==> config.mk <==
export PLATFORM = sky130hd
export DESIGN_NAME = instr_fetch
export DESIGN_NICKNAME = d
export VERILOG_FILES = /design/src/rtl/instr_fetch.sv
export SDC_FILE = /design/constraint.sdc
export NUM_CORES = 1
export LEC_CHECK = 0
export ABC_AREA = 1
export CAP_MARGIN = 20
export CORE_ASPECT_RATIO = 0.7
export CORE_MARGIN = 2
export CORE_UTILIZATION = 48
export DETAILED_ROUTE_END_ITERATION = 12
export PLACE_DENSITY = 0.91
export SLEW_MARGIN = 20
export SYNTH_ARGS = -nofsm -noshare
export SYNTH_HDL_FRONTEND = slang
export SYNTH_SLANG_ARGS = --single-unit
==> constraint.sdc <==
create_clock -name clk -period 3 [get_ports clk]
set_input_delay 0.6 -clock clk [delete_from_list [all_inputs] [get_ports clk]]
set_output_delay 0.6 -clock clk [all_outputs]
set_load 0.02 [all_outputs]
==> src/rtl/instr_fetch.sv <==
// instr_fetch: single-outstanding instruction fetch unit with PC sequencing.
//
// Ports:
//   clk          rising-edge clock
//   rst          asynchronous active-low reset
//   PCSrc[1:0]   next-PC select: 00 PC+4, 01 PC+ImmExt, 10 ALUResult & ~1, 11 hold
//   ImmExt[31:0] branch/jal offset
//   ALUResult    jalr target
//   instr_ack    datapath retires the current Instr this cycle
//   mem_req      one-cycle instruction-memory read request (registered)
//   mem_addr     read address, equal to PC
//   mem_rvalid   read data valid (only honoured while waiting for data)
//   mem_rdata    read data
//   Instr        current instruction (registered)
//   PC           address of Instr (registered)
//   PCPlus4      PC+4, combinational link value
//   instr_valid  Instr valid and awaiting instr_ack (registered)
//   misaligned   sticky fault: a computed target was not word aligned
module instr_fetch #(
    parameter logic [31:0] RESET_PC  = 32'h0000_0000,
    parameter logic [31:0] NOP_INSTR = 32'h0000_0013
) (
    input  logic        clk,
    input  logic        rst,
    input  logic [1:0]  PCSrc,
    input  logic [31:0] ImmExt,
    input  logic [31:0] ALUResult,
    input  logic        instr_ack,
    output logic        mem_req,
    output logic [31:0] mem_addr,
    input  logic        mem_rvalid,
    input  logic [31:0] mem_rdata,
    output logic [31:0] Instr,
    output logic [31:0] PC,
    output logic [31:0] PCPlus4,
    output logic        instr_valid,
    output logic        misaligned
);

    typedef enum logic [2:0] {
        IDLE,
        FETCH,
        WAIT,
        VALID,
        HALT
    } state_t;

    state_t      state;
    state_t      state_next;
    logic [31:0] target;
    logic        redirect;
    logic        fault;
    logic [31:0] pc_next;
    logic [31:0] instr_next;
    logic        misaligned_next;
    logic        mem_req_next;
    logic        instr_valid_next;

    assign PCPlus4  = PC + 32'd4;
    assign mem_addr = PC;

    // jalr target has bit 0 cleared before the alignment check
    always_comb begin
        case (PCSrc)
            2'b00:   target = PCPlus4;
            2'b01:   target = PC + ImmExt;
            2'b10:   target = ALUResult & ~32'd1;
            default: target = PC;
        endcase
    end

    // State register
    always_ff @(posedge clk or negedge rst) begin
        if (!rst) begin
            state <= IDLE;
        end else begin
            state <= state_next;
        end
    end

    // Next-state logic
    always_comb begin
        state_next = state;
        redirect   = 1'b0;
        fault      = 1'b0;
        case (state)
            IDLE:  state_next = FETCH;
            FETCH: state_next = WAIT;
            WAIT:  if (mem_rvalid) state_next = VALID;
            VALID: begin
                if (instr_ack && (PCSrc != 2'b11)) begin
                    if (target[1:0] == 2'b00) begin
                        redirect   = 1'b1;
                        state_next = FETCH;
                    end else begin
                        fault      = 1'b1;
                        state_next = HALT;
                    end
                end
            end
            HALT:    state_next = HALT;
            default: state_next = IDLE;
        endcase
    end

    // Output logic: next values for the registered outputs.
    // mem_req/instr_valid are registered from state_next so they coincide
    // exactly with residence in FETCH/VALID.
    always_comb begin
        pc_next          = PC;
        instr_next       = Instr;
        misaligned_next  = misaligned;
        if ((state == WAIT) && mem_rvalid) begin
            instr_next = mem_rdata;
        end
        if (redirect) begin
            pc_next    = target;
            instr_next = NOP_INSTR;
        end
        if (fault) begin
            misaligned_next = 1'b1;
        end
        mem_req_next     = (state_next == FETCH);
        instr_valid_next = (state_next == VALID);
    end

    always_ff @(posedge clk or negedge rst) begin
        if (!rst) begin
            PC          <= RESET_PC;
            Instr       <= NOP_INSTR;
            misaligned  <= 1'b0;
            mem_req     <= 1'b0;
            instr_valid <= 1'b0;
        end else begin
            PC          <= pc_next;
            Instr       <= instr_next;
            misaligned  <= misaligned_next;
            mem_req     <= mem_req_next;
            instr_valid <= instr_valid_next;
        end
    end

endmodule

==> results.cfg, run 1 <==
[status]
status = finished clean

[logic_synthesis]
syn_avg_cell_area_um2 = 5.94
yosysSeqAreaShare_pct = 25.1
syn_area_mm2 = 0.00700
syn-num-nets = 1314
async_flop_share_pct = 100
syn_inst = 1179
yosys_most_used_dff = dfrtp_1
synth-seq-cells = 70
yosysTopAreaCellShare_pct = 24.0
synth_edf_count = 0
ys_top_cells_by_area = dfrtp_1 (24%), nand2_1 (21%), inv_1 (13%), nor2_1 (6.4%), nand3_1 (6.1%)
yosysMostFrequentCell = nand2_1
synth_common_cells = nand2_1 (400), inv_1 (243), nor2_1 (119), nand3_1 (86), dfrtp_1 (67)
ys_types = 35
synth_warnings = 0
yosysTopAreaCell = dfrtp_1

[global_route]
grt_pass1_wl_mm = 41.2
antenna_found_initial = 0
grt_max_degree = 43
grt_pass1_vias = 7864
grt_util_all_layers_pct = 34.1
grt-ovfl-total = 0

[power_and_ir_drop]
power.density_mw_per_mm2 = 988
seq_power_share_pct = 18.7
p_int_uw = 4750
p_sw_uw = 5050
peakVddDrop_mv = 0.587
pwr-share-comb_pct = 70.3
swShare_pct = 51.5
finalPower_uw = 9800
leakage_uw = 0.00552
p_clk_share_pct = 11.0

[final_layout]
antenna_cells = 0
layout.nets = 1551
fillCellCount = 1196
fin_area_mm2 = 0.00992
syn_to_final_growth_pct = 41.7
drive_gt1_share_pct = 8.23
final_cells = 1611

[critical_path]
worst-path-buf-inv = 3
cp_slowest_cell = clkdlybuf4s50_1
cp.required_ps = 2400
endpoint = PCPlus4[7]
path_max_fanout = 5
arrival_ps = 2330
r2r_slack_ps = 390
worst_path_largest_cell_delay_ps = 640
end_kind = output port
worstReg2RegEnd = Instr[18]$_DFFE_PN0P_
reg2reg_from = PC[0]$_DFFE_PN0P_
worstPathCellList = buf_4 > nand3_2 > nor2_2 > buf_4 > nor2_1 > nor2_1 > clkdlybuf4s50_1
setup.worst_path.start = PC[3]$_DFFE_PN0P_
critical_path_class = flop to output port
startpoint_type = flop
worst-path-stages = 7
critPathTopFamily = buffers and inverters
reg2reg_depth = 10

[placed_design]
io_buffers = 231
place_area_mm2 = 0.00956
hpwl_mm = 21.2
place_inst = 1595
place.gp.congestion = 1.01
pre_cts_slack_ps = -70.5

[route]
wl_per_cell_um = 16.8
dr.pass1.iters = 6
antenna_left = 0
dr_wl_met2_mm = 11.8
highest_layer = met4
m1WireLength_mm = 11.1
wl_met3_mm = 3.27
viasPerCell = 5.27
drt_wl_total_mm = 27.1
vias = 8488
drc = 0
drt_iter0_markers = 933

[die]
row_count = 36
boundaryPins = 233
initial_core_util_pct = 49.6
core_area_mm2 = 0.0141
die_area_mm2 = 0.0156
die_x_um = 148
die_h_um = 105

[timing]
worstMarginPinSlew_ps = 744
hold_viol = 0
finalCritPeriodShare_pct = 97.8
slew_viol_final = 0
slew_headroom_pct = 50.4
fmax_ghz = 0.341
fin_skew_ps = 7.72
setup_viol = 0
rsz0062_at_grt = no
period_needed_ps = 2930
layout_setup_ws_ps = 66.3

[flow_run]
cap_violations = 0

[clock_tree]
cts.reportedPaths.clkPinSlew_ps = 60
clock-sinks = 70
insertion_delay_ps = 350
postCtsSetupBuffers = 0
cts-root-buf = clkbuf_16
max-clock-path-buffers = 2
cts_buffers = 9
cts_tree = built
htree_num_levels = 3

[worst_hold_path]
worst_hold_path_type = input pin to asynchronous set/reset pin
layer usage:
metal	GRT usage, %	vias to the layer above
li1	-	4052
met1	45.7	3793
met2	52.9	563
met3	9.74	80
met4	10.8	0
met5	0	-
stage by stage:
| stage | hold slack [ps] | utilization (%) | setup TNS, ps |
|---|---|---|---|
| floorplan | 304 | - | 0 |
| global placement | 451 | 67.8 | -5.94 |
| detailed placement | 469 | 67.8 | -927 |
| CTS | 328 | 70.0 | 0 |
| global route | 361 | 70.3 | 0 |
| finish | 316 | 70.3 | 0 |
sequential cells by signal, summed over array words and instances, names as in the netlist:
name / count
Instr: 32
PC: 32
instr_valid: 1
mem_req: 1
misaligned: 1
state: 3
cells in the final DEF (no fill, tap or decap), types with 3 or more instances in the layout:
cell	synthesis	final
a21boi_1	14	14
a21oi_1	32	32
a22oi_1	21	21
a22oi_2	10	10
and2_1	3	3
buf_4	35	47
clkbuf_16	0	9
clkdlybuf4s50_1	0	206
dfrtp_1	67	62
dfrtp_2	0	5
dfstp_2	3	3
dlygate4sd2_1	0	16
dlymetal6s2s_1	0	6
ha_1	32	32
inv_1	243	243
inv_2	4	4
nand2_1	400	400
nand3_1	86	85
nand3b_1	3	3
nand4_1	10	10
nor2_1	119	113
nor2_2	3	6
nor2_4	1	4
nor3_1	20	13
nor3_2	0	7
o21ai_0	25	24
or2_2	5	5
xor2_1	12	11
what timing repair did:
action                     4_1_cts  5_1_grt
gates resized for setup         30       21
setup endpoints to repair       21       11
hold buffers                     0        0
power by group through the flow:
stage                     Clock, uW  Sequential [uW]  Combinational, uW
final                          1080             1830               6890
after global routing           1120             1870               7460
after CTS                      1070             1810               6780
after detailed placement          0             1800               6780
after global placement            0             1780               6640
after floorplan                   0             2230               3670
logic make-up (layout without fill, tap and decap cells):
family	after synthesis	count (layout)	share of synthesized area [%]
DFF	70	70	25.1
buffers and inverters	301	543	18.7
xor gates and xnor gates	13	13	1.63
and+or+nand+nor	653	653	38.1
adders and majority gates	33	33	6.01
AOI/OAI and AO/OA	109	109	10.5
cell type report:
class / count / area, um2 / area share [%]
Clock inverter: 6 / 63.8 / 0.644
Multi-Input combinational cell: 808 / 4010 / 40.5
Tap cell: 190 / 238 / 2.40
Inverter: 247 / 927 / 9.35
Timing Repair Buffer: 280 / 2690 / 27.1
Clock buffer: 10 / 229 / 2.31
Sequential cell: 70 / 1760 / 17.8
how the worst min path moves through the flow:
stage / startpoint / endpoint
2_1_floorplan: rst / Instr[10]$_DFFE_PN0P_
3_3_place_gp: misaligned$_DFFE_PN0P_ / misaligned$_DFFE_PN0P_
3_5_place_dp: misaligned$_DFFE_PN0P_ / misaligned$_DFFE_PN0P_
4_1_cts: rst / Instr[15]$_DFFE_PN0P_
5_1_grt: rst / Instr[31]$_DFFE_PN0P_
6_report: rst / Instr[15]$_DFFE_PN0P_
Power figures use the tool's default switching activity.
==> run 2, diff against run 1 <==
- CTS_BUF_LIST: not set -> sky130_fd_sc_hd__clkbuf_4 sky130_fd_sc_hd__clkbuf_8
- HOLD_SLACK_MARGIN: not set -> 0.1
==> run 2 against run 1 <==
  * Worst hold slack got worse by 27 ps
  * Clock skew rose by 5.6 ps
  * Flip-flop and latch count did not move
  * Sequential power barely moved
  * Combinational power fell by 0.9%
  * Non-clock buffer count did not move
  * First-iteration DRC count fell by 14%
  * Utilization fell by 0.98 points
  * Power fell by 3.8%
  * Sequential share of layout area rose by 0.26 points
  * Die area did not move
  * Final cell count did not move
  * Critical path type unchanged
  * Critical endpoint unchanged
==> results.cfg, run 2 (synthesized netlist as in run 1, its figures left out) <==
[critical_path]
reg2reg_from = PC[21]$_DFFE_PN0P_
critical_path_class = flop to output port
cp_slowest_cell = clkdlybuf4s50_1
r2r_slack_ps = 440
startpoint_type = flop
worstPathCellList = buf_4 > nand3_2 > nor2_2 > buf_4 > nor2_1 > nor2_1 > clkdlybuf4s50_1
arrival_ps = 2310
worstReg2RegEnd = PC[28]$_DFFE_PN0P_
path_max_fanout = 5
reg2reg_depth = 11
worst-path-buf-inv = 3
critPathTopFamily = buffers and inverters
worst_path_largest_cell_delay_ps = 640
end_kind = output port
cp.required_ps = 2400

[global_route]
grt_max_degree = 43
grt_pass1_wl_mm = 40.2
grt_pass1_vias = 7677
grt_util_all_layers_pct = 33.1
grt-ovfl-total = 0
antenna_found_initial = 0

[die]
core_area_mm2 = 0.0141
initial_core_util_pct = 49.6
boundaryPins = 233
die_h_um = 105
die_area_mm2 = 0.0156
row_count = 36
die_x_um = 148

[timing]
worstMarginPinSlew_ps = 740
fin_skew_ps = 13.3
finalCritPeriodShare_pct = 97.0
slew_viol_final = 0
rsz0062_at_grt = yes
hold_viol = 0
fmax_ghz = 0.344
setup_viol = 0
period_needed_ps = 2910
slew_headroom_pct = 50.6

[clock_tree]
insertion_delay_ps = 370
clock-sinks = 70
cts.reportedPaths.clkPinSlew_ps = 80
htree_num_levels = 3
max-clock-path-buffers = 2
cts-hold-fix-buffers = 0
postCtsSetupBuffers = 0
cts_buffers = 9
cts-root-buf = clkbuf_8
cts_tree = built

[power_and_ir_drop]
p_int_uw = 4490
leakage_uw = 0.00546
seq_power_share_pct = 19.3
swShare_pct = 52.4
pwr-share-comb_pct = 72.4
power.density_mw_per_mm2 = 964
p_clk_share_pct = 8.3
peakVddDrop_mv = 0.591
p_sw_uw = 4930

[route]
dr.pass1.iters = 6
wl_per_cell_um = 16.3
drc = 0
drt_iter0_markers = 805
drt_wl_total_mm = 26.2
vias = 8342
viasPerCell = 5.18
antenna_left = 0

[final_layout]
antenna_cells = 0
drive_gt1_share_pct = 7.81
fillCellCount = 1232
layout_common_cells = nand2_1 (400), inv_1 (243), clkdlybuf4s50_1 (206)
reg_top3 = Instr: 32 flops, PC: 32 flops, state: 3 flops
layout.nets = 1551
final_cells = 1611
syn_to_final_growth_pct = 39.7
final_common_cell = nand2_1
final_core_util_pct = 69.4

[status]
status = finished clean

[worst_hold_path]
worst_hold_path_type = input pin to asynchronous set/reset pin

[placed_design]
place_inst = 1595
io_buffers = 231
place.gp.congestion = 1.01
hpwl_mm = 21.2

[flow_run]
cap_violations = 0
[run 2: worst max-delay path by stage]
stage,start,to,depth (start not counted)
floorplan,ImmExt[0],Instr[22]$_DFFE_PN0P_,12
detailed placement,ImmExt[0],Instr[20]$_DFFE_PN0P_,11
finish,PC[3]$_DFFE_PN0P_,PCPlus4[7],7
global route,PC[3]$_DFFE_PN0P_,PCPlus4[25],10
CTS,PC[5]$_DFFE_PN0P_,PCPlus4[12],8
global placement,ImmExt[0],Instr[6]$_DFFE_PN0P_,11
[run 2: layout make-up]
| class | count | area [um2] | area share, % |
|---|---|---|---|
| Multi-Input combinational cell | 808 | 3970 | 40.6 |
| Timing Repair Buffer | 280 | 2680 | 27.4 |
| Sequential cell | 70 | 1760 | 18.0 |
| Inverter | 247 | 927 | 9.48 |
| Tap cell | 190 | 238 | 2.43 |
| Clock buffer | 10 | 131 | 1.34 |
| Clock inverter | 6 | 63.8 | 0.653 |
[run 2: power by group through the flow]
stage,Clock [uW],Sequential [uW],Combinational [uW]
global placement,0,1780,6640
CTS,784,1810,6740
floorplan,0,2230,3670
finish,779,1820,6830
global route,833,1860,7410
detailed placement,0,1800,6780
[run 2: per-layer routing]
layer / wire length [um] / track usage (%) / share of wire, % / up-vias
li1: - / - / - / 4050
met1: 11200 / 45.9 / 43 / 3781
met2: 11500 / 51.8 / 44 / 473
met3: 2980 / 9.34 / 11 / 38
met4: 453 / 6.33 / 1.7 / 0
met5: 0 / 0 / 0 / -
[run 2: stage by stage]
step | hold WS [ps] | TNS [ps] | total power (uW) | setup WS [ps] | cell area, um2
2_1_floorplan | 304 | 0 | 5900 | 638 | 7000
3_3_place_gp | 451 | -5.94 | 8420 | -5.94 | 9560
3_5_place_dp | 469 | -927 | 8580 | -70.5 | 9560
4_1_cts | 302 | 0 | 9330 | 10.9 | 9760
5_1_grt | 323 | -19.1 | 10100 | -14.1 | 9780
6_report | 289 | 0 | 9420 | 91.0 | 9780
[run 2: timing repair]
action	CTS	global route
cloned	0	0
gates resized for setup	32	11
endpoints found under the setup margin	22	9
==> run 3, diff against run 2 <==
- PLACE_DENSITY: 0.91 -> 0.83
==> run 3 against run 2 <==
  * Via count down 0.40%
  * Fmax barely moved
  * Critical endpoint is now PCPlus4[30]
  * Clock-buffer cell count stayed put
  * Worst setup slack got worse by 1.7 ps
  * Cell area is 0.68% higher
  * First-iteration DRC count fell by 15%
  * Clock power is 17% higher
  * Highest routed layer unchanged
  * Utilization is 0.47 points higher
  * Power rose by 1.2%
  * Flip-flop and latch count unchanged
  * Combinational power is essentially flat
  * Final cell count decreased by 0.31%
==> results.cfg, run 3 (synthesized netlist as in run 1, its figures left out) <==
[final_layout]
multi_input_area_mm2 = 0.00400
reg_top3 = Instr: 32 flops, PC: 32 flops, state: 3 flops
fillCellCount = 1234
drive_gt1_share_pct = 7.92
final_common_cell = nand2_1
layout_common_cells = nand2_1 (400), inv_1 (243), clkdlybuf4s50_1 (207)
layout.nets = 1545
final_cells = 1606
syn_to_final_growth_pct = 40.7
regArea_mm2 = 0.00177

[timing]
worstMarginPinSlew_ps = 618
setup_viol = 0
rsz0062_at_grt = no
period_needed_ps = 2910
slew_headroom_pct = 58.7
whs_ps = 235
fmax_ghz = 0.344
hold_viol = 0
finalCritPeriodShare_pct = 97.0
slew_viol_final = 0
fin_tns_setup_ps = 0
layout_setup_ws_ps = 89.3
fin_skew_ps = 12.1

[placed_design]
io_buffers = 231
pre_cts_slack_ps = -83.0
place.gp.congestion = 0.971
place_inst = 1588
hpwl_mm = 20.3

[global_route]
grt_util_all_layers_pct = 32.1
grt_pass1_vias = 7598
grt-ovfl-total = 0
antenna_found_initial = 1
grt_max_degree = 71
grt_pass1_wl_mm = 39.3

[worst_hold_path]
worst_hold_path_type = input pin to asynchronous set/reset pin

[critical_path]
cp_slowest_cell = dfrtp_2
path_max_fanout = 6
critPathTopFamily = simple AND/OR/NAND/NOR gates
cp.required_ps = 2400
worst-path-buf-inv = 4
critical_path_class = flop to output port
worst_path_largest_cell_delay_ps = 460
startpoint_type = flop
worstPathCellList = ha_1 > nand2_1 > nor2_4 > inv_1 > nor2_1 > buf_4 > nand2_1 > nand2_1 > nand2_1 > inv_1 > dlygate4sd2_1
end_kind = output port
cp_common_cell = nand2_1
arrival_ps = 2310

[clock_tree]
htree_num_levels = 3
clock-sinks = 70
cts-root-buf = clkbuf_8
cts_buffers = 9
cts.reportedPaths.clkPinSlew_ps = 90
insertion_delay_ps = 370
max-clock-path-buffers = 2
cts-hold-fix-buffers = 0
cts_tree = built

[route]
viasPerCell = 5.17
wl_met3_mm = 2.75
wl_per_cell_um = 15.9
drt_iter0_markers = 683
dr.pass1.iters = 6
drt_wl_total_mm = 25.6
highest_layer = met4
m1WireLength_mm = 11.1
drc = 0
antenna_left = 0
vias = 8309
dr_wl_met2_mm = 11.2

[die]
die_x_um = 148
die_h_um = 105
row_count = 36
core_area_mm2 = 0.0141
initial_core_util_pct = 49.6
die_area_mm2 = 0.0156
boundaryPins = 233

[power_and_ir_drop]
leakage_uw = 0.00552
finalPower_uw = 9540
peakVddDrop_mv = 0.595
power.density_mw_per_mm2 = 969

[status]
status = finished clean

[flow_run]
cap_violations = 0
run 3: cell types whose count changed in the layout (fill, tap and decap cells not counted), sizes merged, moves of 2 or more:
cell,before,now
buf,50,44
clkdlybuf4s15,2,0
dlygate4sd2,17,8
dlymetal6s2s,4,15
run 3: path summary, 6_finish.rpt:
| check | start | endpoint | slack (ps) | cells after the start |
|---|---|---|---|---|
| worst min-delay path | rst | Instr[14]$_DFFE_PN0P_ | 240 | 2 |
| worst min register to register | Instr[28]$_DFFE_PN0P_ | Instr[28]$_DFFE_PN0P_ | 490 | 2 |
| min in group clk | Instr[28]$_DFFE_PN0P_ | Instr[28]$_DFFE_PN0P_ | 490 | 2 |
| max in group asynchronous | rst | PC[22]$_DFFE_PN0P_ | 2380 | 2 |
| worst max-delay path | PC[2]$_DFFE_PN0P_ | PCPlus4[30] | 90 | 11 |
| worst max register to register | PC[0]$_DFFE_PN0P_ | Instr[3]$_DFFE_PN0P_ | 460 | 10 |
run 3: per-stage QoR:
| step | utilization (%) | area (um2) |
|---|---|---|
| 3_5_place_dp | 67.4 | 9500 |
| 6_report | 69.8 | 9840 |
| 4_1_cts | 69.4 | 9790 |
| 3_3_place_gp | 67.4 | 9500 |
| 5_1_grt | 69.8 | 9840 |
| 2_1_floorplan | - | 7000 |
run 3: worst reg2reg max path, cell delays in order (launching register included):
cell and delay [ps]:
dfrtp_1 450, ha_1 240, fa_1 440, o21ai_0 230, nand3_2 130, nor2_2 150
nand2_2 130, nand2_1 100, inv_2 240, a22oi_1 250, inv_1 60
run 3: power by group:
group | switching [uW] | leakage, uW | internal [uW]
Sequential | 456 | 0.000837 | 1370
Clock | 413 | 0.000113 | 497
Combinational | 4060 | 0.00457 | 2740
Total | 4930 | 0.00552 | 4600
run 3: layout make-up:
type                       count  share of cell area (%)
multi-input combinational    808                    40.6
timing repair buffer         274                    27.2
sequential                    70                    17.9
inverter                     247                    9.42
tap                          190                    2.41
clock buffer                  10                    1.40
clock inverter                 6                   0.953
antenna                        1                  0.0254
run 3: what timing repair did:
item / CTS / global route
resized for setup: 24 / 24
pin swaps: 1 / 0
setup buffers: 1 / 0
setup endpoints to repair: 23 / 16
run 3: metal layers:
metal,up-vias,GRT usage [%]
met5,-,0
met4,0,8.84
met3,45,7.86
met2,462,50.6
met1,3765,43.9
li1,4037,-
==> edit 1, RTL diff (settings of run 3) <==
Encoding of `state_t`: now one-hot (5 bits for 5 states).
--- a/src/rtl/instr_fetch.sv
+++ b/src/rtl/instr_fetch.sv
@@ -37,12 +37,12 @@
     output logic        misaligned
 );
 
-    typedef enum logic [2:0] {
-        IDLE,
-        FETCH,
-        WAIT,
-        VALID,
-        HALT
+    typedef enum logic [4:0] {
+        IDLE  = 5'b00001,
+        FETCH = 5'b00010,
+        WAIT  = 5'b00100,
+        VALID = 5'b01000,
+        HALT  = 5'b10000
     } state_t;
 
     state_t      state;
Behaviour: no difference found for any inputs over 10 cycles, from zero or initial values and one cycle with rst low; not proved beyond that.
==> edit 1 against run 3 <==
Utilization fell by 0.15 points. Highest routed layer unchanged. Wire length fell by 2.6%. Setup slack got worse by 0.0013 ns. Sequential cell count rose by 2. Synthesized area fell by 2.2%. Global-route usage rose by 0.23 points. Total power fell by 22%. Final area fell by 1.5%. Clock skew rose by 0.0018 ns.
==> edit 1: results (changes against run 3) <==
[metrics] layout net count: 1520 (-1.6%)
[metrics] number of enable flip-flop cells after synthesis: 0 (unchanged)
[metrics] deepest level of the CTS H-tree: 3 (unchanged)
[metrics] Placer Congestion: 1.02 (+5.0%)
[metrics] Final setup violation count: 0 (unchanged)
[metrics] dominant cells by area after synthesis: dfrtp_1 25%, nand2_1 20%, inv_1 12%, nand3_1 6.4%, nor2_1 6.2%
[metrics] pin count of the biggest net entering global routing: 32 (-55%)
[metrics] fraction of layout cells with a size suffix above 1: 0.0791 (about the same)
[metrics] antenna violations before repair: 0 (-1)
[metrics] list of most frequent post-synthesis cells: 365 x nand2_1, 219 x inv_1, 114 x nor2_1
[metrics] CTS clk-pin slew, worst paths: 0.09 ns (about the same)
[metrics] Critical Path Slowest Stage Cell: dfrtp_2
[metrics] drt initial violations: 817 (+20%)
[metrics] wire length per cell after detailed routing: 15.8 µm (-1.0%)
[metrics] Clock Tree Buf Depth: 2 (unchanged)
[metrics] number of detailed-route iterations in the first pass: 6 (unchanged)
[metrics] number of global-route vias before repair: 7295 (-4.0%)
[metrics] worst endpoint data arrival time: 2.31 ns (about the same)
[metrics] dominant register cell in the synthesized netlist: dfrtp_1
[metrics] share of the yosys chip area belonging to registers: 0.264 (+0.0130)
[metrics] met3 global-route usage: 0.0697 (-0.00887)
[metrics] FFs w/ async S/R, synth: 1.00 (unchanged)
[metrics] wire length of the first global-routing pass: 39000 µm (-0.72%)
[metrics] critical path's top delay family: simple AND/OR/NAND/NOR gates
[metrics] post-synthesis cell type count: 37 (+5.7%)
[metrics] min-delay worst type: input port to asynchronous set/reset pin
[metrics] HPWL reported at the end of detailed placement: 20200 µm (-0.44%)
[metrics] delay of the slowest critical-path stage: 0.46 ns (about the same)
[metrics] CP Max Fanout: 5 (-1)
[metrics] total clock buffers created by CTS: 9 (unchanged)
[metrics] final setup skew: 0.0139 ns (+0.00180 ns)
[metrics] M2 GR Usage: 0.474 (-0.0324)
[metrics] synthesis warning total: 0 (unchanged)
[metrics] met1 global-route usage: 0.488 (+0.0493)
[metrics] cell area after placement: 0.00945 mm² (-0.55%)
[metrics] Sw Ratio: 0.483 (-0.0345)
[metrics] Vias: 8094 (-2.6%)
[metrics] clock root buffer: clkbuf_8
[metrics] number of I/O port buffers: 231 (unchanged)
[metrics] result of the run: finished, final reports clean
[metrics] n_diodes: 0 (-1)
[metrics] Worst VDD drop: 0.000530 V (-11%)
[metrics] launching element of the worst setup path: PC[3]
[metrics] pre-CTS setup slack: 0.00353 ns (+0.0865 ns)
[metrics] source-to-sink clock delay at the later pin of the worst-skew pair: 0.36 ns
[metrics] Slew @ Worst Pin: 0.565 ns (-0.0533 ns)
[metrics] Synthesized Nets: 1282 (-2.4%)
[metrics] total routing resource utilization after global routing: 0.323 (+0.00225)
[metrics] largest registers ranked by flip-flop count: Instr x32, PC x32, state x5
[metrics] RR Startpoint: PC[0]
[metrics] static leakage power: 5.38 nW (-2.5%)
-- edit 1: changes by cell type in the layout (fill, tap and decap cells not counted), sizes merged, moves of 4 or more --
cell / run 3 / this run
a31oi: 0 / 7
nor2: 123 / 119
o21ai: 25 / 17
dlymetal6s2s: 15 / 8
a21oi: 32 / 71
buf: 44 / 51
a21boi: 16 / 0
or2: 5 / 12
nand2: 402 / 366
inv: 248 / 225
xor2: 12 / 8
nor3: 20 / 14
-- edit 1: layout make-up --
type / instances / area, µm²
sequential: 72 / 1820
clock inverter: 6 / 70.1
fill: 1226 / 4220
multi-input combinational: 796 / 3880
tap: 190 / 238
inverter: 225 / 845
timing repair buffer: 281 / 2720
clock buffer: 10 / 131
-- edit 1: path summary, 6_finish.rpt --
| kind | slack, ns | to | cells after the start |
|---|---|---|---|
| max | 0.09 | PCPlus4[8] | 9 |
| min | 0.22 | Instr[2] | 1 |
| max reg2reg | 0.58 | Instr[17] | 12 |
| min reg2reg | 0.47 | misaligned | 2 |
| max in group asynchronous | 2.04 | state[0] | 2 |
| min in group clk | 0.47 | misaligned | 2 |
-- edit 1: what timing repair did --
item,CTS,global route
endpoints found under the setup margin,21,12
endpoints found under the hold margin,0,0
gates resized for setup,23,19
buffers inserted,0,1
-- edit 1: cells by family after synthesis --
family	share of synthesized area
xor gates and xnor gates	0.0115
buffers and inverters	0.174
and+or+nand+nor	0.376
adders and majority gates	0.0614
AOI/OAI and AO/OA	0.113
DFF	0.264
-- edit 1: layer usage --
layer  routed length [µm]  vias up  share of wire
li1                     -     4008              -
met1                11300     3610           0.45
met2                10300      441           0.41
met3                 2860       35           0.11
met4                  416        0          0.017
met5                    0        -              0
-- edit 1: power by group through the flow --
stage,Clock [mW],Combinational (mW),Sequential [mW]
global route,0.862,5.25,1.79
finish,0.816,4.85,1.74
global placement,0,4.76,1.73
floorplan,0,2.36,2.15
detailed placement,0,4.83,1.74
CTS,0.825,4.81,1.74
-- edit 1: per-stage QoR --
| step | instances | utilization |
|---|---|---|
| finish | 1580 | 0.697 |
| global route | 1580 | 0.697 |
| CTS | 1579 | 0.694 |
| detailed placement | 1563 | 0.679 |
| global placement | 1563 | 0.679 |
| floorplan | 1147 | - |
-- edit 1: worst reg2reg max path, stage by stage, from the launching register on --
cell and delay [ns]:
dfrtp_1 0.45, ha_1 0.20, inv_1 0.05, fa_1 0.47, inv_1 0.04, o21ai_0 0.14
nand2_1 0.08, nor2_1 0.13, nand2_2 0.13, nand2_1 0.11, inv_2 0.18, a22oi_1 0.25
inv_2 0.06
==> edit 2, RTL diff (settings of run 3) <==
Made on the original files. Change the parameter `NOP_INSTR` from 32'h0000_0013 to 32'h00000009.
--- a/src/rtl/instr_fetch.sv
+++ b/src/rtl/instr_fetch.sv
@@ -18,7 +18,7 @@
 //   misaligned   sticky fault: a computed target was not word aligned
 module instr_fetch #(
     parameter logic [31:0] RESET_PC  = 32'h0000_0000,
-    parameter logic [31:0] NOP_INSTR = 32'h0000_0013
+    parameter logic [31:0] NOP_INSTR = 32'h00000009
 ) (
     input  logic        clk,
     input  logic        rst,
Check against the original RTL: not equivalent (a bounded check fails within 4 cycles, from zero or initial values and one cycle with rst low).
==> edit 2 against run 3 <==
Setup slack lost 0.016 ns. Final area grew 0.23%. Worst hold slack gained 0.11 ns. Critical endpoint is now PCPlus4[24]. Clock skew shrank 0.0014 ns. Total power shrank 0.31%. Via count shrank 1.2%. Synthesized area grew 0.14%. Largest power group unchanged. Sequential cell count is the same. Wire length grew 1.3%.
==> edit 2: results (changes against run 3) <==
[metrics] list of most frequent post-synthesis cells: 399 x nand2_1, 245 x inv_1, 117 x nor2_1
[metrics] number of detailed-route iterations in the first pass: 6 (unchanged)
[metrics] largest registers ranked by flip-flop count: Instr x32, PC x32, state x3
[metrics] min-delay worst type: input port to asynchronous set/reset pin
[metrics] wire length of the first global-routing pass: 40400 µm (+2.8%)
[metrics] antenna violations before repair: 0 (-1)
[metrics] wire length per cell after detailed routing: 16.1 µm (+1.1%)
[metrics] pin count of the biggest net entering global routing: 37 (-48%)
[metrics] dominant cells by area after synthesis: dfrtp_1 24%, nand2_1 21%, inv_1 13%, nor2_1 6.3%, nand3_1 6.1%
[metrics] Placer Congestion: 0.981 (+1.1%)
[metrics] final setup skew: 0.0107 ns (-0.00139 ns)
[metrics] n_diodes: 0 (-1)
[metrics] Clock Tree Buf Depth: 2 (unchanged)
[metrics] clock root buffer: clkbuf_8
[metrics] FFs w/ async S/R, synth: 1.00 (unchanged)
[metrics] synthesis warning total: 0 (unchanged)
[metrics] number of I/O port buffers: 231 (unchanged)
[metrics] drt initial violations: 870 (+27%)
[metrics] Synthesized Nets: 1313 (-0.076%)
[metrics] non-filler instance count after layout: 1609 (+0.19%)
[metrics] Worst VDD drop: 0.000530 V (-11%)
[metrics] fraction of layout cells with a size suffix above 1: 0.0817 (+0.00260)
[metrics] worst endpoint data arrival time: 2.33 ns (+0.02 ns)
[metrics] pre-CTS setup slack: 0.000752 ns (+0.0837 ns)
[metrics] post-synthesis cell type count: 34 (-2.9%)
[metrics] met1 global-route usage: 0.500 (+0.0609)
[metrics] Vias: 8211 (-1.2%)
[metrics] static leakage power: 5.53 nW (+0.17%)
[metrics] Max-Slew Margin vs Limit: 0.409 (-0.178)
[metrics] met3 global-route usage: 0.0550 (-0.0236)
[metrics] total clock buffers created by CTS: 9 (unchanged)
[metrics] CP Max Fanout: 8 (+2)
[metrics] number of global-route vias before repair: 7456 (-1.9%)
[metrics] layout net count: 1549 (+0.26%)
[metrics] share of the yosys chip area belonging to registers: 0.250 (-0.000537)
[metrics] CTS clk-pin slew, worst paths: 0.09 ns (about the same)
[metrics] M2 GR Usage: 0.491 (-0.0152)
[metrics] result of the run: finished, final reports clean
[metrics] number of enable flip-flop cells after synthesis: 0 (unchanged)
[metrics] deepest level of the CTS H-tree: 3 (unchanged)
[metrics] source-to-sink clock delay at the later pin of the worst-skew pair: 0.37 ns (about the same)
[metrics] synthesized area per cell: 5.95 µm² (+0.23%)
[metrics] total routing resource utilization after global routing: 0.331 (+0.00991)
[metrics] HPWL reported at the end of detailed placement: 21000 µm (+3.5%)
[metrics] Worst Path Class, Setup: flop to output pin
-- edit 2: cell types whose count changed after synthesis, sizes merged --
cell,before,now
nor2,123,121
a22oi,31,32
dfrtp,67,68
dfstp,3,2
inv,247,248
o21ai,25,24
-- edit 2: critical path, stage by stage (launching register included) --
cell and delay, ns:
dfrtp_2 0.49, nand2_1 0.12, nor2_1 0.20, nand2_1 0.09, nor3_2 0.19, nand2_1 0.08
nand2_1 0.08, nand2_1 0.06, inv_1 0.05, clkdlybuf4s50_1 0.60
-- edit 2: through the flow --
stage	area, µm²	hold WS [ns]	util	total power [mW]	setup TNS (ns)
final	9870	0.346	0.700	9.51	0
after global routing	9870	0.406	0.700	10.2	-0.0254
after CTS	9820	0.361	0.696	9.44	0
after detailed placement	9570	0.471	0.679	8.59	0
after global placement	9570	0.451	0.679	8.47	0
after floorplan	7010	0.304	-	5.89	0
-- edit 2: layout make-up --
| class | instances | area [µm²] |
|---|---|---|
| fillers | 1246 | 4230 |
| multi-input cells | 806 | 3990 |
| repair buffers | 279 | 2740 |
| flip-flops and latches | 70 | 1770 |
| inverters | 248 | 931 |
| well taps | 190 | 238 |
| clock buffers | 10 | 138 |
| clock inverters | 6 | 68.8 |
-- edit 2: repair_timing --
item	4_1_cts	5_1_grt
setup buffers	0	1
endpoints found under the setup margin	19	14
pin swaps	0	0
resized for setup	29	16
endpoints found under the hold margin	0	0
-- edit 2: cell families (layout without fill, tap and decap cells) --
family,Yosys count,count (layout),synth area share
fa+ha+maj,33,33,0.0600
xor+xnor,13,13,0.0162
compound gates,109,109,0.106
simple gates,651,651,0.380
buf+inv,302,543,0.188
flops,70,70,0.250
-- edit 2: final timing paths --
path,startpoint,endpoint,slack (ns),cells past startpoint
worst max-delay path,PC[22],PCPlus4[24],0.07,9
worst min-delay path,rst,PC[7],0.35,1
worst max register to register,PC[0],PC[20],0.50,11
worst min register to register,Instr[24],Instr[24],0.49,2
max in group asynchronous,rst,Instr[3],1.91,2
min in group clk,Instr[24],Instr[24],0.49,2
-- edit 2: power breakdown --
part,leakage (nW),internal (mW),total (mW),switching [mW]
Sequential,0.840,1.36,1.84,0.474
Combinational,4.59,2.78,6.84,4.07
Clock,0.0912,0.409,0.825,0.416
-- edit 2: per-layer routing --
layer  vias to the layer above  wire length, µm
li1                       4043                -
met1                      3670            12000
met2                       459            10900
met3                        39             2530
met4                         0              500
met5                         -                0
